**config.mk**
```make
export PLATFORM = sky130hd
export DESIGN_NAME = bcd_step_decoder
export DESIGN_NICKNAME = d
export VERILOG_FILES = /design/src/rtl/bcd_step_decoder.sv
export SDC_FILE = /design/constraint.sdc
export NUM_CORES = 1
export LEC_CHECK = 0
export CAP_MARGIN = 25
export CORE_MARGIN = 10
export CORE_UTILIZATION = 58
export DETAILED_ROUTE_END_ITERATION = 10
export PLACE_DENSITY = 0.86
export SLEW_MARGIN = 20
export SYNTH_ARGS = -nofsm -noshare
export SYNTH_HDL_FRONTEND = slang
export SYNTH_SLANG_ARGS = --single-unit
```
**constraint.sdc**
```tcl
create_clock -name clk -period 4 [get_ports clk]
set_input_delay 0.6 -clock clk [delete_from_list [all_inputs] [get_ports clk]]
set_output_delay 0.6 -clock clk [all_outputs]
set_load 0.1 [all_outputs]
```
**src/rtl/bcd_step_decoder.sv**
```systemverilog
// Receive-side decoder for a mod-10 up/down BCD counter: recovers direction,
// decade carry/borrow, an extended BCD count and flags illegal codes or jumps.
module bcd_step_decoder #(
    parameter int TENS_DIGITS = 2,
    parameter int LOCK_COUNT  = 2
) (
    input  logic                     clk,
    input  logic                     reset,
    input  logic                     sample_valid,
    input  logic [3:0]               q,
    input  logic                     cnt_clear,
    output logic                     locked,
    output logic                     dir,
    output logic                     hold,
    output logic                     carry,
    output logic                     borrow,
    output logic                     wrap,
    output logic                     err,
    output logic [7:0]               err_count,
    output logic [4*TENS_DIGITS-1:0] count_hi,
    output logic [3:0]               digit
);

    localparam int HW = 4 * TENS_DIGITS;
    localparam logic [3:0] LOCK_LIM = 4'(LOCK_COUNT);

    typedef enum logic [1:0] {
        UNLOCKED = 2'd0,
        ACQUIRE  = 2'd1,
        LOCKED   = 2'd2
    } state_t;

    state_t          state_r;
    logic            locked_r;
    logic            dir_r;
    logic            hold_r;
    logic            carry_r;
    logic            borrow_r;
    logic            wrap_r;
    logic            err_r;
    logic [7:0]      err_count_r;
    logic [HW-1:0]   count_hi_r;
    logic [3:0]      digit_r;
    logic [3:0]      streak_r;

    logic            illegal_s;
    logic            up_s;
    logic            down_s;
    logic            same_s;
    logic [3:0]      streak_inc_s;

    function automatic logic [HW-1:0] bcd_inc(input logic [HW-1:0] v);
        logic [HW-1:0] r;
        logic          c;
        r = v;
        c = 1'b1;
        for (int i = 0; i < TENS_DIGITS; i++) begin
            if (c) begin
                if (v[4*i +: 4] == 4'd9) begin
                    r[4*i +: 4] = 4'd0;
                end else begin
                    r[4*i +: 4] = v[4*i +: 4] + 4'd1;
                    c = 1'b0;
                end
            end
        end
        return r;
    endfunction

    function automatic logic [HW-1:0] bcd_dec(input logic [HW-1:0] v);
        logic [HW-1:0] r;
        logic          b;
        r = v;
        b = 1'b1;
        for (int i = 0; i < TENS_DIGITS; i++) begin
            if (b) begin
                if (v[4*i +: 4] == 4'd0) begin
                    r[4*i +: 4] = 4'd9;
                end else begin
                    r[4*i +: 4] = v[4*i +: 4] - 4'd1;
                    b = 1'b0;
                end
            end
        end
        return r;
    endfunction

    function automatic logic bcd_all_nines(input logic [HW-1:0] v);
        logic r;
        r = 1'b1;
        for (int i = 0; i < TENS_DIGITS; i++) begin
            if (v[4*i +: 4] != 4'd9) begin
                r = 1'b0;
            end
        end
        return r;
    endfunction

    function automatic logic [7:0] sat_inc8(input logic [7:0] v);
        return (v == 8'hFF) ? v : v + 8'd1;
    endfunction

    // Classify the incoming sample against the last accepted digit.
    always_comb begin
        illegal_s    = (q > 4'd9);
        up_s         = (q == ((digit_r == 4'd9) ? 4'd0 : digit_r + 4'd1));
        down_s       = (q == ((digit_r == 4'd0) ? 4'd9 : digit_r - 4'd1));
        same_s       = (q == digit_r);
        streak_inc_s = streak_r + 4'd1;
    end

    // Lock state machine, extended count and all registered outputs.
    always_ff @(posedge clk) begin
        if (reset) begin
            state_r     <= UNLOCKED;
            locked_r    <= 1'b0;
            dir_r       <= 1'b0;
            hold_r      <= 1'b0;
            carry_r     <= 1'b0;
            borrow_r    <= 1'b0;
            wrap_r      <= 1'b0;
            err_r       <= 1'b0;
            err_count_r <= 8'd0;
            count_hi_r  <= '0;
            digit_r     <= 4'd0;
            streak_r    <= 4'd0;
        end else begin
            hold_r   <= 1'b0;
            carry_r  <= 1'b0;
            borrow_r <= 1'b0;
            wrap_r   <= 1'b0;
            err_r    <= 1'b0;
            if (sample_valid) begin
                if (illegal_s) begin
                    err_r       <= 1'b1;
                    err_count_r <= sat_inc8(err_count_r);
                    state_r     <= UNLOCKED;
                    locked_r    <= 1'b0;
                    streak_r    <= 4'd0;
                end else begin
                    case (state_r)
                        UNLOCKED: begin
                            digit_r  <= q;
                            streak_r <= 4'd0;
                            state_r  <= ACQUIRE;
                        end
                        ACQUIRE: begin
                            if (up_s || down_s) begin
                                streak_r <= streak_inc_s;
                                dir_r    <= down_s;
                                digit_r  <= q;
                                if (streak_inc_s >= LOCK_LIM) begin
                                    state_r  <= LOCKED;
                                    locked_r <= 1'b1;
                                end
                            end else if (same_s) begin
                                hold_r <= 1'b1;
                            end else begin
                                digit_r  <= q;
                                streak_r <= 4'd0;
                            end
                        end
                        LOCKED: begin
                            if (up_s) begin
                                dir_r   <= 1'b0;
                                digit_r <= q;
                                if (digit_r == 4'd9) begin
                                    carry_r    <= 1'b1;
                                    count_hi_r <= bcd_inc(count_hi_r);
                                    wrap_r     <= bcd_all_nines(count_hi_r);
                                end
                            end else if (down_s) begin
                                dir_r   <= 1'b1;
                                digit_r <= q;
                                if (digit_r == 4'd0) begin
                                    borrow_r   <= 1'b1;
                                    count_hi_r <= bcd_dec(count_hi_r);
                                    wrap_r     <= (count_hi_r == '0);
                                end
                            end else if (same_s) begin
                                hold_r <= 1'b1;
                            end else begin
                                err_r       <= 1'b1;
                                err_count_r <= sat_inc8(err_count_r);
                                digit_r     <= q;
                                streak_r    <= 4'd0;
                                state_r     <= ACQUIRE;
                                locked_r    <= 1'b0;
                            end
                        end
                        default: begin
                            state_r  <= UNLOCKED;
                            locked_r <= 1'b0;
                            streak_r <= 4'd0;
                        end
                    endcase
                end
            end
            // Clear overrides any increment made by the same sample.
            if (cnt_clear) begin
                count_hi_r  <= '0;
                err_count_r <= 8'd0;
            end
        end
    end

    assign locked    = locked_r;
    assign dir       = dir_r;
    assign hold      = hold_r;
    assign carry     = carry_r;
    assign borrow    = borrow_r;
    assign wrap      = wrap_r;
    assign err       = err_r;
    assign err_count = err_count_r;
    assign count_hi  = count_hi_r;
    assign digit     = digit_r;

endmodule

```
-- Word-level counts from Yosys, hierarchy flattened
Cells that the tools add are included.
- add/subtract/negate cells: 8
- multipliers: 0
- divide/modulo/power cells: 0
- magnitude comparators: 2
- eq/ne operators: 24
- shift-type cells: 0
- mux-type cells: 80
- bitwise operators: 5
- reductions and logical operators: 26
- operator list (kind ; count):
    8-bit 2-to-1 mux ; 10
    4-bit 2-to-1 mux ; 17
    1-bit 2-to-1 mux ; 41
    3-bit inequality test (second input constant) ; 6
    4-bit by 1-bit adder with 4-bit output (second input constant) ; 4
    4-bit equality test ; 3
    4-bit equality test (second input constant) ; 3
    4-bit zero test ; 3
    2-bit 2-to-1 mux ; 6
    4-bit case mux with 3 select lines ; 1
    6-bit AND reduction ; 2
    4-bit by 1-bit subtractor with 4-bit output (second input constant) ; 3
    2-bit inequality test (second input constant) ; 5
    5-bit AND reduction ; 2
    2-bit nonzero test ; 5
    8-bit by 1-bit adder with 8-bit output (second input constant) ; 1
    8-bit equality test (second input constant) ; 1
    8-bit zero test ; 1
    4-bit inequality test (second input constant) ; 2
    4-bit case mux with 2 select lines ; 1
    8-bit AND reduction ; 1
    7-bit AND reduction ; 1
    2-bit case mux with 3 select lines ; 1
    3-bit AND reduction ; 2
    16 further kinds ; 23
- flip-flop bits (word level): 33
- bits in latches: 0
- bits in writable memories: 0
- ROM bits: 0
- input bits: 8
- output and inout port bits: 27
- logic and storage cells: 158
- memories: 0

-- Logic depth before layout (Yosys ltp)
- word-level depth: 13
- depth in mapped cells: 10
- mapped depth without buffers: 8

-- Worst setup path before layout
OpenSTA, ideal clock, no wires.
- path type: register -> register
- start: register digit_r[2], in the netlist digit[2]
- end: register count_hi_r[2], in the netlist count_hi[2]
- library setup time: 134 ps
- data arrival time: 2920 ps
- required time: 3866 ps
- setup slack: 946 ps
- cell stages (with the launch flop): 9
- buffers on the path: 1
- period minus slack after synthesis: 3054 ps
- path through: dfxtp_1 -> buf_2 -> nand2b_1 -> nor4b_1 -> nor3_2 -> a211oi_4 -> mux2_2 -> o311ai_0 -> o31ai_1
- word-level cells in the longest chain between the ends: 5
- elaborated cells between the ends (all ways): 13
- classes of those cells: add/sub: 2; eq/ne: 4; mux: 3; reduce/logical: 4
- RTL lines (element ; line ; text):
    from (decl) ; 43 ; logic [3:0] digit_r;
    from (signal assigned) ; 143 ; digit_r <= q;
    from (signal assigned) ; 151 ; digit_r <= q;
    from (signal assigned) ; 159 ; digit_r <= q;
    4-bit by 1-bit adder with 4-bit output (tied with other cells) ; 106 ; up_s = (q == ((digit_r == 4'd9) ? 4'd0 : digit_r + 4'd1));
    4-bit 2-to-1 mux (on tied branches) ; 106, 107 ;
    4-bit equality test (on tied branches) ; 106, 107 ;
    2-bit by 1-bit inequality test with 1-bit output (no source line) or 2-bit nonzero test (tied branches) ; - ;
    6-bit AND reduction (no source line) ; - ;
    to (signal assigned) ; 169 ; count_hi_r <= bcd_inc(count_hi_r);
    to (signal assigned) ; 177 ; count_hi_r <= bcd_dec(count_hi_r);
    to (decl) ; 42 ; logic [HW-1:0] count_hi_r;
Parallel ways exist; a longest one is shown, timed or not.
A chain may end at the register's enable or synchronous reset.

-- Worst setup path in the final report
- start: input port q[1]
- end: register err_count_r[2], in the netlist err_count[2]
- word-level cells in the longest chain between the ends: 3
- elaborated cells between the ends (all ways): 10
- classes of those cells: order compare: 1; eq/ne: 6; mux: 1; reduce/logical: 2
- RTL lines (element ; line ; text):
    from (decl) ; 10 ; input logic [3:0] q,
    4-bit > comparator (tied with other cells) ; 105 ; illegal_s = (q > 4'd9);
    2-bit inequality test (no source line) or 2-bit nonzero test (tied branches) ; - ;
    5-bit AND reduction (no source line) ; - ;
    to (signal assigned) ; 136 ; err_count_r <= sat_inc8(err_count_r);
    to (signal assigned) ; 184 ; err_count_r <= sat_inc8(err_count_r);
    to (decl) ; 41 ; logic [7:0] err_count_r;
Parallel ways exist; a longest one is shown, timed or not.

==> impl_metrics.tcl <==
set metrics [dict create \
    cp_data_required_time_ns 4.22 \
    drive_above_1_share_pct 6.67 \
    clock-skew-final_ns 0.00439 \
    min_period_ns 3.20 \
    gr-usage-met1_pct 20.3 \
    cts_setup_buffers 0 \
    cts_root_buffer "clkbuf_8" \
    hpwl_um 4120 \
    antenna_found_initial 0 \
    drt-wirelength-per-cell_um 15.9 \
    drv_slew 0 \
    endpoint_kind "flop" \
    grt_pass1_wl_um 9870 \
    ir_worst_vdd_mv 0.173 \
    drt_iter0_markers 227 \
    cts_tree "done" \
    fmax_ghz 0.312 \
    maxCapViolations 0 \
    fin_util_pct 72.0 \
    p_per_area_nw_per_um2 276 \
    finalCritPeriodShare_pct 80.1 \
    drc 0 \
    ys_warn_count 0 \
    gr-max-usage-layer "met2" \
    placed_area_um2 2610 \
    path_cells "clkdlybuf4s50_1 -> xor2_1 -> nor2_1 -> nor3_2 -> a211o_2 -> a41oi_2 -> or4_1 -> a21oi_1" \
    nets 329 \
    synth_edf_count 0 \
    setup_viol 0 \
    numPortBuffers 34 \
    rows 22 \
    vias 2318 \
    drt_first_pass_iters 4 \
    async_flop_share_pct 0 \
    fin_area_um2 2700 \
    synth.yosys.seq_area_share_pct 28.6 \
    whs_path_depth 2 \
    final_cells 363 \
    hold_viol 0 \
    core_um2 3740 \
    slowest_stage "clkdlybuf4s50_1" \
    grtUsageMet3_pct 4.49 \
    syn_nets 309 \
    p_leak_uw 0.000873 \
    die-area_um2 6900 \
    avgSynthCellArea_um2 7.84 \
    fin_ws_ns 0.796 \
    critPathArrivalTime_ns 3.43 \
    area_growth_pct 16.9 \
    synthFlopType "dfxtp_1" \
    grt_max_degree 18 \
    path_clk_slew_ns 0.07 \
    path_class "input port to flop" \
    clk_path_buf_depth 2 \
    n_fill_cell 330 \
    post_cts_resized 0 \
    ctsHoldBuffers 0 \
    clkLatencyLatePin_ns 0.29 \
    r2r_cells 7 \
    gp_congestion 0.940 \
    n_antenna_cell 0 \
    grt_pass1_vias 2106 \
    cp_max_fo 17 \
    die_w_um 83.1 \
    rsz0062_at_grt "no" \
    setup-tns-final_ns 0 \
    vias_per_cell 6.39 \
    gr-total-overflow 0 \
    initial_core_util_pct 61.6 \
    status "finished clean" \
    htreeDepth 2 \
    netlist_area_um2 2310 \
    routed_wl_um 5760 \
    critPathMaxStageDelay_ns 0.62 \
    grt_usage_pct 16.2 \
    dp.cells 355 \
    worstSetupStartpointType "input port" \
    met2_usage_pct 26.0 \
    ant_nets 0 \
    hold_class "flop to flop" \
    netlist_instances 294 \
    ys_ff_latch 33 \
    maxSlewHeadroom_pct 34.1 \
    dpl_worst_slack_ns 0.539 \
    synth_cell_type_count 63 \
    fp.dieH_um 83.1 \
    tightest_slew_ns 0.985 \
    numCtsBuffers 5 \
    ioPinCount 35 \
    numClockSinks 33 \
]
==> power breakdown <==
| group | total [uW] | internal (uW) | switching [uW] |
|---|---|---|---|
| Clock | 250 | 120 | 130 |
| Sequential | 344 | 334 | 10.5 |
| Combinational | 150 | 48.8 | 101 |
| Total | 743 | 502 | 241 |
==> cell usage in the layout (no fill, tap or decap), types with 4 or more instances in the layout <==
cell,instances
dfxtp_1,33
a211oi_1,4
a21oi_1,21
inv_1,11
clkbuf_8,5
o211ai_1,5
clkdlybuf4s50_1,34
o22ai_1,5
o21ai_0,11
xnor2_1,6
nand4_1,4
o31ai_1,9
or4_1,8
nor2_1,18
nor3_1,8
o21a_1,4
ha_1,7
nand3_1,16
or3_1,6
nand2b_1,9
nand2_1,23
==> kinds of logic (layout without fill, tap and decap cells) <==
| group | Yosys count | in the layout | synth area share (%) |
|---|---|---|---|
| compound gates | 95 | 95 | 29.4 |
| fa+ha+maj | 7 | 7 | 3.80 |
| mux | 5 | 5 | 2.33 |
| xor+xnor | 9 | 9 | 3.42 |
| simple gates | 112 | 112 | 26.1 |
| buf+inv | 33 | 54 | 6.29 |
| flops | 33 | 33 | 28.6 |
==> area by class of cell <==
class / instances / area (um2) / share of cell area, %
Multi-Input combinational cell: 228 / 1500 / 55.6
Sequential cell: 33 / 661 / 24.5
Timing Repair Buffer: 35 / 348 / 12.9
Clock buffer: 5 / 68.8 / 2.55
Tap cell: 48 / 60.1 / 2.23
Inverter: 11 / 41.3 / 1.53
Clock inverter: 3 / 17.5 / 0.650
==> cells in the mapped netlist, drive strengths merged, types with 3 or more instances <==
cell	instances	area, um2
o21bai	3	22.5
o21ai	12	63.8
a211o	3	27.5
ha	7	87.6
or4	8	60.1
xor2	3	26.3
nand2b	9	56.3
dfxtp	33	661
clkbuf	10	37.5
buf	12	66.3
and3	3	18.8
o21a	4	30.0
nor2	18	67.6
nor3	9	50.1
xnor2	6	52.6
mux2	3	33.8
nand2	23	86.3
nand3	16	80.1
a2bb2oi	3	26.3
or3	7	48.8
o311ai	3	26.3
o211ai	5	37.5
nand4	4	25.0
a211oi	5	50.1
inv	11	41.3
o31ai	9	67.6
a31oi	3	18.8
o22ai	5	31.3
a21oi	21	105
==> sequential cells by signal (all words and copies together) (netlist names), 2 cells and up <==
| register | flops |
|---|---|
| state_r | 2 |
| err_count | 8 |
| streak_r | 4 |
| digit | 4 |
| count_hi | 8 |
==> worst paths after layout <==
check                                  from                   endpoint  slack (ns)
hold / removal    err_count[6]$_SDFFE_PP0P_  err_count[6]$_SDFFE_PP0P_        0.49
setup / recovery                       q[1]  err_count[2]$_SDFFE_PP0P_        0.80
hold reg to reg   err_count[6]$_SDFFE_PP0P_  err_count[6]$_SDFFE_PP0P_        0.49
setup reg to reg      digit[1]$_SDFFE_PP0P_  err_count[2]$_SDFFE_PP0P_        1.10
==> metrics by stage <==
stage / power, uW / hold slack (ns)
6_report: 743 / 0.495
2_1_floorplan: 467 / 0.452
5_1_grt: 775 / 0.514
3_5_place_dp: 499 / 0.484
3_3_place_gp: 496 / 0.466
4_1_cts: 747 / 0.493
==> layer usage <==
layer | vias up | wire length, um
met4 | 0 | 62
met3 | 5 | 364
met2 | 71 | 2790
met5 | - | 0
met1 | 1096 | 2540
li1 | 1146 | -
==> worst max-delay path: cells and delay by family <==
family	cells	cell delay [ns]
buffers and inverters	1	0.62
AO/OA/AOI/OAI	3	0.90
XOR/XNOR	1	0.31
AND/OR/NAND/NOR	3	0.99
Note: power is estimated with default switching activity, not from simulation.
